## src/rtl/load_return_buffer_pkg.sv

```systemverilog
// rtl/load_return_buffer_pkg.sv - shared memory-interface types for load responses
//
// Holds the default load data / ldstID widths and the response entry struct
// used by the load/store queue, the DCache and the load return buffer.
package load_return_buffer_pkg;

    localparam int LRB_DATA_W = 32;
    localparam int LRB_ID_W   = 4;

    typedef struct packed {
        logic [LRB_DATA_W-1:0] data;
        logic [LRB_ID_W-1:0]   ldst_id;
    } mem_resp_t;

endpackage

```

## src/rtl/load_return_buffer.sv

```systemverilog
// rtl/load_return_buffer.sv - FIFO of DCache load responses awaiting core writeback
//
// Ports:
//   clk, rst            clock, synchronous active-low reset
//   valid_in_M          DCache response valid
//   data_in_M           DCache response data
//   ldstID_in_M         ldstID of the response
//   stall_out_M         buffer full, DCache must hold responses
//   valid_out_C         head response available to writeback
//   data_out_C          head data (zero when not valid)
//   ldstID_out_C        head ldstID (zero when not valid)
//   ready_in_C          core accepts the head this cycle
//   count_out           occupancy
//   overflow_out        sticky: a response was dropped while full
//
// Build option: LOAD_RETURN_BUFFER_BYPASS_EN - when the buffer is empty the
// incoming response is presented directly on the C outputs and, if accepted,
// never written into the buffer.
module load_return_buffer
    import load_return_buffer_pkg::*;
#(
    parameter int DEPTH  = 4,
    parameter int DATA_W = LRB_DATA_W,
    parameter int ID_W   = LRB_ID_W
) (
    input  logic                     clk,
    input  logic                     rst,
    input  logic                     valid_in_M,
    input  logic [DATA_W-1:0]        data_in_M,
    input  logic [ID_W-1:0]          ldstID_in_M,
    output logic                     stall_out_M,
    output logic                     valid_out_C,
    output logic [DATA_W-1:0]        data_out_C,
    output logic [ID_W-1:0]          ldstID_out_C,
    input  logic                     ready_in_C,
    output logic [$clog2(DEPTH):0]   count_out,
    output logic                     overflow_out
);

    localparam int PTR_W = $clog2(DEPTH);
    localparam int CNT_W = PTR_W + 1;

    mem_resp_t          mem [DEPTH];
    logic [PTR_W-1:0]   wr_ptr;
    logic [PTR_W-1:0]   rd_ptr;
    logic [CNT_W-1:0]   count;
    logic               overflow;

    logic               empty;
    logic               full;
    logic               bypass;
    logic               take_bypass;
    logic               do_push;
    logic               do_pop;
    logic               do_drop;
    mem_resp_t          head;

    assign empty = (count == '0);
    assign full  = (count == CNT_W'(DEPTH));
    assign head  = mem[rd_ptr];

`ifdef LOAD_RETURN_BUFFER_BYPASS_EN
    assign bypass = empty && valid_in_M;
`else
    assign bypass = 1'b0;
`endif

    // Handshakes are qualified by rst so a reset cycle neither pushes nor pops.
    assign do_pop      = rst && !empty && ready_in_C;
    assign take_bypass = rst && bypass && ready_in_C;
    assign do_push     = rst && valid_in_M && !take_bypass && (!full || do_pop);
    assign do_drop     = rst && valid_in_M && full && !do_pop;

    // Outputs are forced quiet while reset is asserted, not just after it.
    always_comb begin
        valid_out_C  = 1'b0;
        data_out_C   = '0;
        ldstID_out_C = '0;
        if (rst && !empty) begin
            valid_out_C  = 1'b1;
            data_out_C   = DATA_W'(head.data);
            ldstID_out_C = ID_W'(head.ldst_id);
        end else if (rst && bypass) begin
            valid_out_C  = 1'b1;
            data_out_C   = data_in_M;
            ldstID_out_C = ldstID_in_M;
        end
    end

    assign stall_out_M  = rst && full;
    assign count_out    = rst ? count : '0;
    assign overflow_out = overflow;

    always_ff @(posedge clk) begin
        if (!rst) begin
            wr_ptr   <= '0;
            rd_ptr   <= '0;
            count    <= '0;
            overflow <= 1'b0;
        end else begin
            if (do_push) begin
                mem[wr_ptr] <= '{data: LRB_DATA_W'(data_in_M), ldst_id: LRB_ID_W'(ldstID_in_M)};
                wr_ptr      <= wr_ptr + PTR_W'(1);
            end
            if (do_pop) begin
                rd_ptr <= rd_ptr + PTR_W'(1);
            end
            case ({do_push, do_pop})
                2'b10:   count <= count + CNT_W'(1);
                2'b01:   count <= count - CNT_W'(1);
                default: count <= count;
            endcase
            if (do_drop) begin
                overflow <= 1'b1;
            end
        end
    end

endmodule

```

## config.mk

```make
export PLATFORM = sky130hd
export DESIGN_NAME = load_return_buffer
export DESIGN_NICKNAME = d
export VERILOG_FILES = /design/src/rtl/load_return_buffer_pkg.sv /design/src/rtl/load_return_buffer.sv
export SDC_FILE = /design/constraint.sdc
export NUM_CORES = 1
export LEC_CHECK = 0
export BUFFER_PORTS_ARGS = -buffer_cell sky130_fd_sc_hd__buf_2
export CAP_MARGIN = 20
export CELL_PAD_IN_SITES_DETAIL_PLACEMENT = 2
export CELL_PAD_IN_SITES_GLOBAL_PLACEMENT = 2
export CORE_UTILIZATION = 47
export DETAILED_ROUTE_END_ITERATION = 16
export PLACE_DENSITY = 0.88
export RECOVER_POWER = 100
export SYNTH_ARGS = -nofsm -noshare
export SYNTH_HDL_FRONTEND = slang
export SYNTH_SLANG_ARGS = --single-unit
```

## constraint.sdc

```tcl
create_clock -name clk -period 4.05 [get_ports clk]
set_clock_uncertainty 0.2 [all_clocks]
set_input_delay 0.81 -clock clk [delete_from_list [all_inputs] [get_ports clk]]
set_output_delay 0.81 -clock clk [all_outputs]
set_load 0.05 [all_outputs]
```

==> reports/results.ini, run 1 <==
[global_route]
wire_length_of_the_first_global_routing_pass_um=21400
gr-usage-met2=0.415
grt_busiest_layer=met2
grt.met3_usage=0.0675
met1_resource_use_gr=0.279
grt_start_max_net_pins=40
groute.usage.overall=0.239
first_global_vias=3493
global_route_total_overflow=0
initial_antenna_violation_count=0

[synth]
synth.mux.area_fraction=0.141
synth_simple_gate_area_frac=0.0614
yosys.area.top_type_share=0.714
ys_seq_area_frac=0.747
synth_flop_cell=edfxtp_1
synth_cell_type_count=37
synth-async-reset-ratio=0
synth_top_family_by_area=multiplexers
synth_enable_flop_cells=144
ff_latch_count_synth=154
postSynthAreaPerCell_um2=20.5
synth.top_cells.by_area=edfxtp_1, mux4_2, and2_1
post-synth-top-area-cell=edfxtp_1
net_count_after_synthesis=341
synth-xor-area-share=0.00289
synthAdderAreaFrac=0.0116
synth_compound_gate_area_share=0.0159
cell_area_after_technology_mapping_um2=6050
yosysWarnings=0
synthCells=296

[sta]
post_route_clock_period_utilization=0.888
finalCriticalPeriod_ns=3.59
slew_violations=148
grt_setup_unrepaired=no
transition_time_of_the_tightest_slew_check_pin_ns=1.97
setup-tns-final_ns=0
timing.final.setup_violations=0
fmaxAchievable_mhz=278
timing.max_slew.rel_slack=-0.315
timing_hold_violations_final=0

[layout]
layout_common_cells=edfxtp_1, clkbuf_1, and2_1, mux4_2, clkbuf_16
finish.utilization=0.566
layout_cell_share_with_drive_strength_beyond_1=0.215
finalNetCount=428
layout_commonest_cell=edfxtp_1
finalNonFillerCells=568
syn_to_final_growth_pct=17.5
n_antenna_cell=0

[clock_tree]
clock_insertion_delay_worst_skew_ns=0.44
number_of_h_tree_levels=4
root_buf_cell=clkbuf_16
post-cts-setup-buffers=0
path_clk_slew_ns=0.06
clock_sinks=154
tritoncts=done
cts_made_buffers=17
postCtsHoldBufs=0
clockBufferDepth=2
cts_repair_resize_count=0

[critical_path]
cp_max_fo=24
r2r_setup_slack_ns=1.04
arrival_time_worst_endpoint_ns=2.58
critPathSlowestCell=dfxtp_2
worstPathCellList=clkbuf_1 > mux4_2 > and2_1 > clkbuf_2
criticalPathCategory=flip-flop to output port
r2r_start=count[1]$_SDFFE_PN0P_
path_buf_inv=2
worst_setup_path_start_kind=flip-flop
reg2reg_to=mem[3][12]$_DFFE_PP_
endpoint_required_time_on_the_critical_path_ns=3.04
critical_path.top_delay_family=flip-flops
depth_of_the_worst_register_to_register_path=2
timing.critical_path.to_type=output port
crit_path_max_incr_delay_ns=0.80

[floorplan]
start_util=0.482
num_rows=41
floorplan.core_area_um2=12600
fp.dieH_um=115
ios=82
die-width_um=115
full_die_area_um2=13300

[drt]
drt_iter0_drc=121
antenna_violating_nets_post_route=0
detail_route.wirelength_um=14500
drc=0
vias=3108
vias_per_cell=5.47
wl_per_cell_um=25.6
detailedRoute.firstPassIterationCount=4

[place]
globalplace.congestion=0.698
place_hpwl_um=8720
buffer_ports.inserted=81
place.detailed.instances=536

[worst_hold_path]
hp-start=rd_ptr[0]$_SDFFE_PN0P_
whs_path_depth=1
min-delay-path-class=flip-flop to flip-flop
whs_endpoint=rd_ptr[0]$_SDFFE_PN0P_

[pwr]
power_per_standard_cell_area_nw_per_um2=602
worst_supply_voltage_drop_on_vdd_uv=358
leakagePower_nw=2.29

[status]
violations=capacitance limit, slew limit
status=finished, violations left

[run]
maxCapViolations=4

==> worst register-to-register path, cell delays in order (launching register included) <==
cell and delay [ns]:
dfxtp_1 0.45, or4b_1 0.35, and3_1 1.57
==> synth_stat cells (2+ instances only) <==
cell type / number
mux2_2: 2
edfxtp_1: 144
ha_1: 4
and3_2: 4
nor2_1: 8
buf_6: 2
clkbuf_1: 6
nand3_1: 2
mux4_2: 36
mux2i_1: 2
nand3b_1: 2
and2_1: 39
nand2_1: 2
inv_1: 5
buf_4: 5
buf_2: 3
dfxtp_1: 10
==> stage by stage <==
stage               total power [mW]  hold WS, ns  setup WS, ns  cell area [um2]
global route                    4.41        0.322         0.290             7110
detailed placement              2.73        0.276         0.797             6620
finish                          4.28        0.290         0.455             7110
CTS                             4.35        0.290         0.562             7220
floorplan                       2.50        0.246         0.980             6050
global placement                2.68        0.258         0.919             6620
==> registers in the layout (all words and copies together), names as in the netlist, named ones only <==
signal,cells
rd_ptr,2
count,3
mem,144
overflow_out,1
wr_ptr,2
==> power by group <==
group          internal [mW]  switching [mW]  leakage (nW)
clock                  0.967           0.645         0.281
sequential              1.80          0.0691          1.39
combinational          0.265           0.535         0.624
total                   3.03            1.25          2.29
==> cell type report <==
type,instances,area [um2]
Sequential cell,154,4530
Clock inverter,15,176
Timing Repair Buffer,84,349
Multi-Input combinational cell,120,1400
Fill cell,1100,5460
Clock buffer,17,425
Tap cell,172,215
Inverter,6,22.5
==> metal layers <==
layer / up-vias / wire length, um
met4: 0 / 400
met3: 17 / 552
met5: - / 0
met1: 1654 / 5720
li1: 1360 / -
met2: 77 / 7860
==> logic make-up (layout without fill, tap and decap cells) <==
kind of cell,after synthesis,after routing
AOI/OAI and AO/OA,12,12
DFF,154,154
xor gates and xnor gates,2,2
buffers and inverters,22,122
adders and majority gates,5,5
and+or+nand+nor,61,61
muxes,40,40
==> how the worst max path moves through the flow <==
stage | to | slack [ns] | depth (start not counted)
floorplan | data_out_C[26] | 0.98 | 3
global placement | data_out_C[5] | 0.92 | 4
detailed placement | data_out_C[5] | 0.80 | 4
CTS | data_out_C[5] | 0.56 | 4
global route | ldstID_out_C[1] | 0.29 | 4
finish | data_out_C[7] | 0.46 | 4
Power figures use the tool's default switching activity.
==> run 2: changes to the inputs <==
--- a/config.mk
+++ b/config.mk
@@ -9,6 +9,7 @@
 export CAP_MARGIN = 20
 export CELL_PAD_IN_SITES_DETAIL_PLACEMENT = 2
 export CELL_PAD_IN_SITES_GLOBAL_PLACEMENT = 2
+export CORE_ASPECT_RATIO = 0.5
 export CORE_UTILIZATION = 47
 export DETAILED_ROUTE_END_ITERATION = 16
 export PLACE_DENSITY = 0.88
==> run 2 against run 1 <==
Against the previous run:
- the flow still finishes with violations (capacitance limit, slew limit)
- utilization increased by 1.7 points
- via count rose by 5.9%
- clock-buffer cell count is the same
- global-route usage is 4.5 points higher
==> reports/results.ini, run 2 (synthesis results as in run 1) <==
[critical_path]
endpoint_required_time_on_the_critical_path_ns=3.04  ; about the same
arrival_time_worst_endpoint_ns=2.61  ; was 2.58 ns
worst_setup_path_start_kind=flip-flop  ; unchanged
criticalPathCategory=flip-flop to output port  ; unchanged
cp_max_fo=19  ; was 24
timing.critical_path.to_type=output port  ; unchanged

[clock_tree]
cts_repair_resize_count=0  ; unchanged
tritoncts=done  ; unchanged
root_buf_cell=clkbuf_16  ; unchanged
cts_made_buffers=17  ; unchanged
clockBufferDepth=2  ; unchanged
post-cts-setup-buffers=0  ; unchanged
postCtsHoldBufs=0  ; unchanged
clock_sinks=154  ; unchanged
number_of_h_tree_levels=4  ; unchanged
path_clk_slew_ns=0.07  ; was 0.06 ns
clock_insertion_delay_worst_skew_ns=0.42  ; was 0.44 ns

[layout]
biggestRegsByFlops=mem: 144 flops, count: 3 flops  ; unchanged
top_register=mem  ; unchanged
layout_cell_share_with_drive_strength_beyond_1=0.195  ; was 0.215
layout_common_cells=edfxtp_1, clkbuf_1, and2_1, mux4_2, clkbuf_16  ; unchanged
n_antenna_cell=0  ; unchanged
syn_to_final_growth_pct=17.4  ; was 17.5%
finalNetCount=427  ; was 428
largest_register_ff_count=144  ; unchanged
final_cell_area_um2=7100  ; was 7110 um2
layout_commonest_cell=edfxtp_1  ; unchanged

[pwr]
power_switching_mw=1.38  ; was 1.25 mW
power_per_standard_cell_area_nw_per_um2=624  ; was 602 nW/um2
leakagePower_nw=2.28  ; was 2.29 nW
power_report.internal_total_mw=3.05  ; was 3.03 mW
worst_supply_voltage_drop_on_vdd_uv=309  ; was 358 uV
sw_frac_of_total=0.312  ; was 0.292
seq_power_share=0.427  ; was 0.437
clockPowerShare=0.389  ; was 0.377
combPwrFrac=0.184  ; was 0.187

[floorplan]
floorplan.core_area_um2=12200  ; was 12600 um2
full_die_area_um2=13400  ; was 13300 um2
die-width_um=162  ; was 115 um
num_rows=28  ; was 41
fp.dieH_um=82.3  ; was 115 um
start_util=0.497  ; was 0.482
ios=82  ; unchanged

[global_route]
global_route_total_overflow=0  ; unchanged
groute.usage.overall=0.284  ; was 0.239
first_global_vias=3525  ; was 3493
grt_start_max_net_pins=39  ; was 40
initial_antenna_violation_count=0  ; unchanged
wire_length_of_the_first_global_routing_pass_um=25500  ; was 21400 um

[sta]
post_route_clock_period_utilization=0.894  ; was 0.888
timing.max_slew.rel_slack=-0.367  ; was -0.315
fmaxAchievable_mhz=276  ; was 278 MHz
setup-tns-final_ns=0  ; unchanged
finalCriticalPeriod_ns=3.62  ; was 3.59 ns
transition_time_of_the_tightest_slew_check_pin_ns=2.05  ; was 1.97 ns
slew_violations=148  ; unchanged
timing.final.setup_violations=0  ; unchanged
grt_setup_unrepaired=no  ; unchanged
timing_hold_violations_final=0  ; unchanged

[drt]
antenna_violating_nets_post_route=0  ; unchanged
detail_route.wirelength_um=17600  ; was 14500 um
drt_iter0_drc=241  ; was 121
detailedRoute.firstPassIterationCount=5  ; was 4
vias_per_cell=5.88  ; was 5.47
drc=0  ; unchanged
vias=3290  ; was 3108
wl_per_cell_um=31.5  ; was 25.6 um

[run]
maxCapViolations=4  ; unchanged

[place]
place_hpwl_um=9820  ; was 8720 um
buffer_ports.inserted=81  ; unchanged
placement.cell_area_um2=6600  ; was 6620 um2
globalplace.congestion=0.736  ; was 0.698

[status]
violations=capacitance limit, slew limit  ; unchanged
status=finished, violations left  ; unchanged

[worst_hold_path]
min-delay-path-class=flip-flop to flip-flop  ; unchanged

run 2: cell count changes in the layout (fill, tap and decap cells not counted), sizes merged:
cell,previous run,this run
inv,6,10
clkinvlp,4,1
clkbuf,90,95
buf,11,5
clkinv,8,7
run 2: cell type report:
type | count | area (um2)
inverters | 6 | 22.5
multi-input cells | 120 | 1400
fillers | 1045 | 5090
well taps | 165 | 206
clock inverters | 15 | 190
flip-flops and latches | 154 | 4530
clock buffers | 17 | 425
repair buffers | 83 | 335
run 2: per-layer routing:
metal | global-route usage | routed length [um] | vias up
li1 | - | - | 1358
met1 | 0.362 | 7440 | 1794
met2 | 0.500 | 9090 | 111
met3 | 0.0539 | 713 | 27
met4 | 0.100 | 376 | 0
met5 | 0 | 0 | -
run 2: critical path, cell delays in order, from the launching register on:
cell      delay [ns]
dfxtp_2         0.84
buf_12          0.29
mux4_2          0.53
and2_1          0.19
clkbuf_1        0.31
run 2: worst paths after layout:
| kind | cells past startpoint | startpoint | endpoint | slack (ns) |
|---|---|---|---|---|
| setup / recovery | 4 | flip-flop | data_out_C[20] | 0.43 |
| hold / removal | 2 | overflow_out$_SDFFE_PN0P_ | overflow_out$_SDFFE_PN0P_ | 0.35 |
| hold reg to reg | 2 | overflow_out$_SDFFE_PN0P_ | overflow_out$_SDFFE_PN0P_ | 0.35 |
| setup reg to reg | 2 | count[0]$_SDFFE_PN0P_ | mem[0][13]$_DFFE_PP_ | 1.01 |
run 2: metrics by stage:
| step | instances | power [mW] | setup WS, ns | hold slack [ns] | utilization |
|---|---|---|---|---|---|
| 6_report | 560 | 4.43 | 0.430 | 0.349 | 0.583 |
| 2_1_floorplan | 296 | 2.50 | 0.980 | 0.246 | - |
| 3_5_place_dp | 528 | 2.74 | 0.924 | 0.310 | 0.541 |
| 3_3_place_gp | 528 | 2.67 | 1.06 | 0.254 | 0.541 |
| 5_1_grt | 560 | 4.54 | 0.262 | 0.371 | 0.583 |
| 4_1_cts | 560 | 4.48 | 0.449 | 0.335 | 0.592 |
run 2: power by group through the flow:
stage	combinational (mW)	sequential (mW)	clock, mW
5_1_grt	0.852	1.90	1.79
4_1_cts	0.853	1.89	1.73
2_1_floorplan	0.653	1.85	0
3_3_place_gp	0.766	1.90	0
6_report	0.816	1.89	1.73
3_5_place_dp	0.826	1.92	0
